[src/rtl/mca_operand_sequencer.sv]
// Initiator side of the multi-cycle adder: gathers NUM_ADDITIONS operands, kicks the
// adder, waits out its fixed latency and hands the captured sum downstream.

module mca_operand_slot #(
    parameter int W = 32
) (
    input  logic         clk,
    input  logic         resetn,
    input  logic         we,
    input  logic [W-1:0] d,
    output logic [W-1:0] q
);
    logic [W-1:0] data_d, data_q;

    always_comb begin
        data_d = data_q;
        if (we) data_d = d;
    end

    always_ff @(posedge clk or negedge resetn) begin
        if (!resetn) data_q <= '0;
        else         data_q <= data_d;
    end

    assign q = data_q;
endmodule

module mca_operand_sequencer #(
    parameter int WIDTH_COEFFICIENT = 32,
    parameter int NUM_ADDITIONS     = 16,
    parameter int MCA_LATENCY       = 16
) (
    input  logic                                              clk,
    input  logic                                              resetn,
    input  logic                                              enable,
    input  logic                                              in_valid,
    input  logic [WIDTH_COEFFICIENT-1:0]                      in_data,
    output logic                                              in_ready,
    output logic                                              mca_start,
    output logic                                              mca_enable,
    output logic [NUM_ADDITIONS-1:0][WIDTH_COEFFICIENT-1:0]   mca_operands,
    input  logic [WIDTH_COEFFICIENT-1:0]                      mca_res,
    output logic                                              out_valid,
    output logic [WIDTH_COEFFICIENT-1:0]                      out_data,
    input  logic                                              out_ready,
    output logic                                              busy
);
    localparam int W     = WIDTH_COEFFICIENT;
    localparam int IDX_W = (NUM_ADDITIONS > 1) ? $clog2(NUM_ADDITIONS) : 1;
    localparam int CNT_W = $clog2(MCA_LATENCY + 1);
    localparam logic [IDX_W-1:0] LAST_IDX  = IDX_W'(NUM_ADDITIONS - 1);
    localparam logic [CNT_W-1:0] LAST_WAIT = CNT_W'(MCA_LATENCY - 1);

    typedef enum logic [2:0] {
        LOAD    = 3'd0,
        START   = 3'd1,
        WAIT    = 3'd2,
        CAPTURE = 3'd3,
        OUT     = 3'd4
    } state_e;

    state_e             state_d, state_q;
    logic [IDX_W-1:0]   wr_idx_d, wr_idx_q;
    logic [CNT_W-1:0]   wait_cnt_d, wait_cnt_q;
    logic               out_valid_d, out_valid_q;
    logic [W-1:0]       out_data_d, out_data_q;
    logic               accept;
    logic [NUM_ADDITIONS-1:0] slot_we;

    assign in_ready   = (state_q == LOAD) & enable;
    assign accept     = in_valid & in_ready;
    assign mca_start  = (state_q == START);
    assign mca_enable = enable;
    assign busy       = (state_q != LOAD);
    assign out_valid  = out_valid_q;
    assign out_data   = out_data_q;

    // Buffer slots only take writes in LOAD, which keeps the adder's operands
    // frozen from START through CAPTURE.
    for (genvar g = 0; g < NUM_ADDITIONS; g++) begin : g_slot
        assign slot_we[g] = accept & (wr_idx_q == IDX_W'(g));
        mca_operand_slot #(.W(W)) u_slot (
            .clk    (clk),
            .resetn (resetn),
            .we     (slot_we[g]),
            .d      (in_data),
            .q      (mca_operands[g])
        );
    end

    always_comb begin
        state_d     = state_q;
        wr_idx_d    = wr_idx_q;
        wait_cnt_d  = wait_cnt_q;
        out_valid_d = out_valid_q;
        out_data_d  = out_data_q;
        case (state_q)
            LOAD: begin
                if (accept) begin
                    if (wr_idx_q == LAST_IDX) begin
                        wr_idx_d = '0;
                        state_d  = START;
                    end else begin
                        wr_idx_d = wr_idx_q + 1'b1;
                    end
                end
            end
            START: begin
                if (enable) begin
                    wait_cnt_d = '0;
                    state_d    = WAIT;
                end
            end
            WAIT: begin
                if (enable) begin
                    if (wait_cnt_q == LAST_WAIT) begin
                        wait_cnt_d = '0;
                        state_d    = CAPTURE;
                    end else begin
                        wait_cnt_d = wait_cnt_q + 1'b1;
                    end
                end
            end
            CAPTURE: begin
                if (enable) begin
                    out_data_d  = mca_res;
                    out_valid_d = 1'b1;
                    state_d     = OUT;
                end
            end
            OUT: begin
                // Downstream handshake deliberately ignores enable.
                if (out_valid_q && out_ready) begin
                    out_valid_d = 1'b0;
                    state_d     = LOAD;
                end
            end
            default: state_d = LOAD;
        endcase
    end

    always_ff @(posedge clk or negedge resetn) begin
        if (!resetn) begin
            state_q     <= LOAD;
            wr_idx_q    <= '0;
            wait_cnt_q  <= '0;
            out_valid_q <= 1'b0;
            out_data_q  <= '0;
        end else begin
            state_q     <= state_d;
            wr_idx_q    <= wr_idx_d;
            wait_cnt_q  <= wait_cnt_d;
            out_valid_q <= out_valid_d;
            out_data_q  <= out_data_d;
        end
    end
endmodule

[config.mk]
export PLATFORM = sky130hd
export DESIGN_NAME = mca_operand_sequencer
export DESIGN_NICKNAME = d
export VERILOG_FILES = /design/src/rtl/mca_operand_sequencer.sv
export SDC_FILE = /design/constraint.sdc
export NUM_CORES = 1
export LEC_CHECK = 0
export BUFFER_PORTS_ARGS = -buffer_cell sky130_fd_sc_hd__buf_4
export CORE_ASPECT_RATIO = 0.9
export CORE_MARGIN = 10
export CORE_UTILIZATION = 24
export DETAILED_ROUTE_END_ITERATION = 10
export PLACE_DENSITY = 0.48
export SLEW_MARGIN = 10
export SYNTH_ARGS = -nofsm -noshare
export SYNTH_HDL_FRONTEND = slang
export SYNTH_SLANG_ARGS = --single-unit
[constraint.sdc]
create_clock -name clk -period 5.56 [get_ports clk]
set_clock_uncertainty 0.05 [all_clocks]
set_input_delay 1.668 -clock clk [delete_from_list [all_inputs] [get_ports clk]]
set_output_delay 1.668 -clock clk [all_outputs]
set_load 0.1 [all_outputs]
==> results of run 1 <==
==> Yosys cell counts (3+ instances only) <==
library cell	n	share of area
ha_1	5	0.0029
inv_1	6	0.0011
clkbuf_1	39	0.0068
mux2_2	454	0.24
a21oi_1	4	0.00093
mux2_1	32	0.017
buf_6	7	0.0037
nand3_1	3	0.00070
nor3_2	4	0.0019
buf_4	7	0.0025
nand2b_1	5	0.0015
dfrtp_1	557	0.65
mux2_4	60	0.042
nand4_1	3	0.00088
nor2_1	3	0.00053
buf_2	39	0.0091
nand2_1	16	0.0028
o21ai_0	4	0.00093
==> state kept, by name (all words and copies together) (netlist names) <==
register and flops:
g_slot.u_slot.q 512, wait_cnt_q 5, out_data 32, state_q 3, out_valid 1, wr_idx_q 4
==> cell type report <==
cell class / instances / area (um2) / area share
Timing Repair Buffer: 653 / 4997 / 0.1685
Sequential cell: 557 / 13940 / 0.4699
Clock inverter: 23 / 264.0 / 0.008900
Tap cell: 1155 / 1445 / 0.04872
Multi-Input combinational cell: 628 / 7041 / 0.2374
Clock buffer: 94 / 1941 / 0.06542
Inverter: 7 / 26.28 / 0.0008858
Antenna cell: 4 / 10.01 / 0.0003375
==> logic make-up after synthesis <==
logic type,Yosys count
xor+xnor,2
mux,546
compound gates,19
flops,557
fa+ha+maj,5
simple gates,56
buf+inv,100
==> worst max-delay path: stages <==
cell and delay, ns:
buf_4 0.14, or4b_4 0.66, inv_2 0.21, buf_4 0.35
==> routing by layer <==
layer  wire [um]  GRT usage  part of all wire
met4        2613    0.05153             0.033
met5           0          0                 0
met1       33290     0.1855              0.42
met2       36990     0.2416              0.47
met3        5473    0.04673             0.070
==> stage by stage <==
step / cells / worst slack [ns] / instance area [um2] / utilization
2_1_floorplan: 1285 / 0.9108 / 21440 / -
3_3_place_gp: 3000 / 0.7586 / 27450 / 0.3114
3_5_place_dp: 3000 / 0.7509 / 27450 / 0.3114
4_1_cts: 3117 / 0.7509 / 29650 / 0.3364
5_1_grt: 3117 / 0.7068 / 29650 / 0.3364
6_report: 3121 / 0.7593 / 29660 / 0.3365
==> final timing paths <==
kind                                                     from                             endpoint  slack, ns  cells after the start
max                                                    enable                             in_ready       0.76                      4
min                        g_slot[14].u_slot.q[3]$_DFFE_PN0P_   g_slot[14].u_slot.q[3]$_DFFE_PN0P_       0.44                      1
max reg2reg                            state_q[1]$_DFFE_PN0P_   g_slot[1].u_slot.q[20]$_DFFE_PN0P_       2.25                      3
min reg2reg                g_slot[14].u_slot.q[3]$_DFFE_PN0P_   g_slot[14].u_slot.q[3]$_DFFE_PN0P_       0.44                      1
max in group asynchronous                              resetn    g_slot[8].u_slot.q[0]$_DFFE_PN0P_       3.21                      3
min in group asynchronous                              resetn  g_slot[15].u_slot.q[13]$_DFFE_PN0P_       1.09                      1
==> metrics, run 1 <==
layout cells sized above 1 0.6549; WL/cell 25.11 um; synthesized area per cell 16.68 um2; drt pass-1 iters 4; Final Max Tran Viols 0; dpl hpwl 55,640 um; Clock Sinks 557; Routed Antenna Nets 0; Synth Instances 1,285; complex-gate fraction of the synthesized area 0.006129; via count 13.46k; gr usage total 0.1487; vias in the first global route 14.76k; area delta synth->final 38.37%; XOR/XNOR share of the synthesized area 0.0008171; final setup violation count 0; CP arrival 3.08 ns; setup TNS 0 ns; net count after synthesis 1,359; largest family of logic cells by synthesized area multiplexers; H-tree level count 3; Post-Synth Simple-Gate Area 0.01914; row cnt 103; hold_buf cts 0; later-pin clock latency in the skew report around 0.6 ns; Mapped Area 21,440 um2; number of distinct library cells after synthesis 46; actual slew at the worst max-slew pin 1.198 ns; core area 88,150 um2; post-route clock period utilization 0.8634; clock transition at the registers of the reported paths 0.06 ns; Crit. End Element output port; DRC viols 0; Die W about 340 um; die height 303.5 um; Initial Util 0.2432; post-CTS setup buffer count 0; proportion of synthesized area in mux cells 0.2973; Main synth FF type dfrtp_1; FMAX 208.3 MHz; num ports 618; drt total wl 78,370 um; Post-Synth Adder-Cell Area 0.002918; DR vias/cell approximately 4.3; gr ovfl total 0; Hold WS 0.4404 ns; unrepaired setup endpoints after global routing false; CTS Buffer Depth 3; #FFs+latches synth 557; critical path class in -> out; asr flop ratio synth 1.000; post-synthesis sequential area ratio 0.6502; TritonCTS clock tree done; worst hold path class reg -> reg; final hold violations 0; RD Place Congestion about 0.75; Die ar. 101,700 um2; EDFF count, synth 0; Final min period 4.801 ns; initial antenna violation count 6; commonest non-fill, non-tap cell in the layout buf_4; first-pass GRT wire length approximately 110,000 um; run status finished, final reports clean; # fillers 8,676; Iter 0 DRT Violations around 470; commonest non-fill, non-tap cells in the layout buf_4, dfrtp_1, mux2_2; cts bufs inserted 66; Ys Warns 0; pin count of the biggest net entering global routing between 90 and 100; clock root buffer clkbuf_16; CP Max Fanout 14; slew margin rel. 0.2015; CTS resizes 0; Critical Path Source Type primary input; max_cap viols 0; post-layout net count ~2.0k; port buffer count between 600 and 700; Critical Path RT 3.84 ns
Power of run 1 is left out: the tool's default activity adds up to more than one toggle a clock period on the data nets, which glitch-free logic cannot reach.
==> run 2: changes to the inputs <==
--- a/config.mk
+++ b/config.mk
@@ -6,11 +6,10 @@
 export NUM_CORES = 1
 export LEC_CHECK = 0
 export BUFFER_PORTS_ARGS = -buffer_cell sky130_fd_sc_hd__buf_4
-export CORE_ASPECT_RATIO = 0.9
-export CORE_MARGIN = 10
-export CORE_UTILIZATION = 24
+export CORE_AREA = 10 10 232 234
 export DETAILED_ROUTE_END_ITERATION = 10
-export PLACE_DENSITY = 0.48
+export DIE_AREA = 0 0 242 244
+export PLACE_DENSITY = 0.74
 export SLEW_MARGIN = 10
 export SYNTH_ARGS = -nofsm -noshare
 export SYNTH_HDL_FRONTEND = slang
==> run 2 against run 1 <==
Maximum frequency up 1.6%. Register-to-register slack better by 0.04 ns. Final cell count shrank 16%. Clock-buffer cell count is 14 lower. Via count down 0.24%. Utilization grew 24 points. Die area is 42% lower. Wire length is 13% lower. First-iteration DRC count rose by 66%.
==> metrics, run 2 (synthesis results as in run 1) <==
pin count of the biggest net entering global routing 112 (+22%); CTS resizes 0 (unchanged); CTS Buffer Depth 3 (unchanged); crit path from enable; H-tree level count 2 (-1); core area 49,450 um2 (-44%); gr ovfl total 0 (unchanged); Iter 0 DRT Violations 774 (+66%); drt total wl 67,880 um (-13%); Worst Setup EP in_ready; Worst R2R End g_slot[2].u_slot.q[8]$_DFFE_PN0P_; CP Cell Sequence buf_4 > or4b_4 > inv_2 > buf_4; FMAX 211.6 MHz (+1.6%); ANT cells 0 (-4); max FFs per register 512 (unchanged); WL/cell 26.04 um (+3.7%); final setup violation count 0 (unchanged); slew margin rel. 0.2026 (+0.001120); later-pin clock latency in the skew report 0.60 ns (about the same); Register-to-Register Path Depth 3 (unchanged); commonest non-fill, non-tap cell in the layout buf_4; first-pass GRT wire length 99,850 um (-10%); setup TNS 0 ns (unchanged); worst hold path class reg -> reg; post-layout net count 1,973 (-0.70%); DRC viols 0 (unchanged); worst r2r src state_q[1]$_DFFE_PN0P_; CP arrival 3.01 ns (-0.07 ns); cts bufs inserted 55 (-17%); port buffer count 617 (unchanged); Final min period 4.725 ns (-0.07526 ns); Initial Util 0.4335 (+0.1903); initial antenna violation count 1 (-5); crit path max-delay cell type or4b_4; Final Max Tran Viols 0 (unchanged); Crit path top cell by count buf_4; actual slew at the worst max-slew pin 1.196 ns (-0.001679 ns); slowest cell delay on critical path 0.65 ns (about the same); row cnt 82 (-20%); RD Place Congestion 0.7834 (+5.0%); vias in the first global route 14.38k (-2.5%); hold_buf cts 0 (unchanged); dpl hpwl 48,640 um (-13%); Die ar. 59,050 um2 (-42%); gr usage total 0.2232 (+0.07457); unrepaired setup endpoints after global routing false; post-route clock period utilization 0.8499 (-0.01354); clock root buffer clkbuf_16; commonest non-fill, non-tap cells in the layout buf_4, dfrtp_1, mux2_2; layout cells sized above 1 0.6512 (-0.003781); max_cap viols 0 (unchanged); via count 13.43k (-0.24%); critical path class in -> out; Crit. End Element output port; drt pass-1 iters 4 (unchanged); flop2flop setup slack 2.29 ns (+0.04 ns); Die W 242 um (-28%); Clock Sinks 557 (unchanged); DR vias/cell 5.152 (+19%); Routed Antenna Nets 0 (unchanged); run status finished, final reports clean; TritonCTS clock tree done; die height 244 um (-20%); post-CTS setup buffer count 0 (unchanged); Critical Path RT 3.84 ns (about the same); clock transition at the registers of the reported paths 0.06 ns (about the same); CP Max Fanout 14 (unchanged); area delta synth->final 33.40%; final hold violations 0 (unchanged); Critical Path Source Type primary input; num ports 618 (unchanged)
run 2: cell count changes in the layout (fill, tap and decap cells not counted), sizes merged:
cell / change
buf: -3
clkinvlp: -5
inv: -3
clkbuf: -14
clkinv: -1
diode: -4
bufinv: -1
run 2: worst min path at each step:
stage | start | to | slack [ns] | depth (start not counted)
floorplan | wait_cnt_q[4]$_DFFE_PN0P_ | wait_cnt_q[4]$_DFFE_PN0P_ | 0.44 | 2
finish | g_slot[15].u_slot.q[30]$_DFFE_PN0P_ | g_slot[15].u_slot.q[30]$_DFFE_PN0P_ | 0.44 | 1
CTS | g_slot[15].u_slot.q[27]$_DFFE_PN0P_ | g_slot[15].u_slot.q[27]$_DFFE_PN0P_ | 0.44 | 1
global route | g_slot[14].u_slot.q[10]$_DFFE_PN0P_ | g_slot[14].u_slot.q[10]$_DFFE_PN0P_ | 0.45 | 1
global placement | g_slot[8].u_slot.q[1]$_DFFE_PN0P_ | g_slot[8].u_slot.q[1]$_DFFE_PN0P_ | 0.42 | 1
detailed placement | g_slot[15].u_slot.q[27]$_DFFE_PN0P_ | g_slot[15].u_slot.q[27]$_DFFE_PN0P_ | 0.43 | 1
run 2: final cells by class:
type                            instances  area (um2)
Fill cell                            3913       20860
Clock inverter                         13       168.9
Tap cell                              672       840.8
Multi-Input combinational cell        628        7041
Inverter                                7       26.28
Timing Repair Buffer                  650        4950
Sequential cell                       557       13940
Clock buffer                           80        1633
run 2: metrics by stage:
stage                     hold slack, ns  std cells    util  worst slack [ns]  cell area (um2)
after floorplan                   0.4412       1285       -            0.9108            21440
after global placement            0.4204       2514  0.5418            0.8643            26800
after detailed placement          0.4259       2514  0.5418            0.8372            26800
after global routing              0.4529       2607  0.5783            0.7871            28600
final                             0.4376       2607  0.5783            0.8345            28600
after CTS                         0.4405       2607  0.5783            0.8349            28600
run 2: worst max-delay path: cells and delay by family:
family | cells | cell delay (ns)
AND/OR/NAND/NOR | 1 | 0.65
buffers and inverters | 3 | 0.66
run 2: metal layers:
layer	share of wire	vias to the layer above	GRT usage
met5	0	-	0
met4	0.033	0	0.07620
met3	0.065	105	0.05679
met2	0.50	474	0.3812
met1	0.40	7108	0.2720
li1	-	5743	-
Power of run 2 is left out for the same reason.
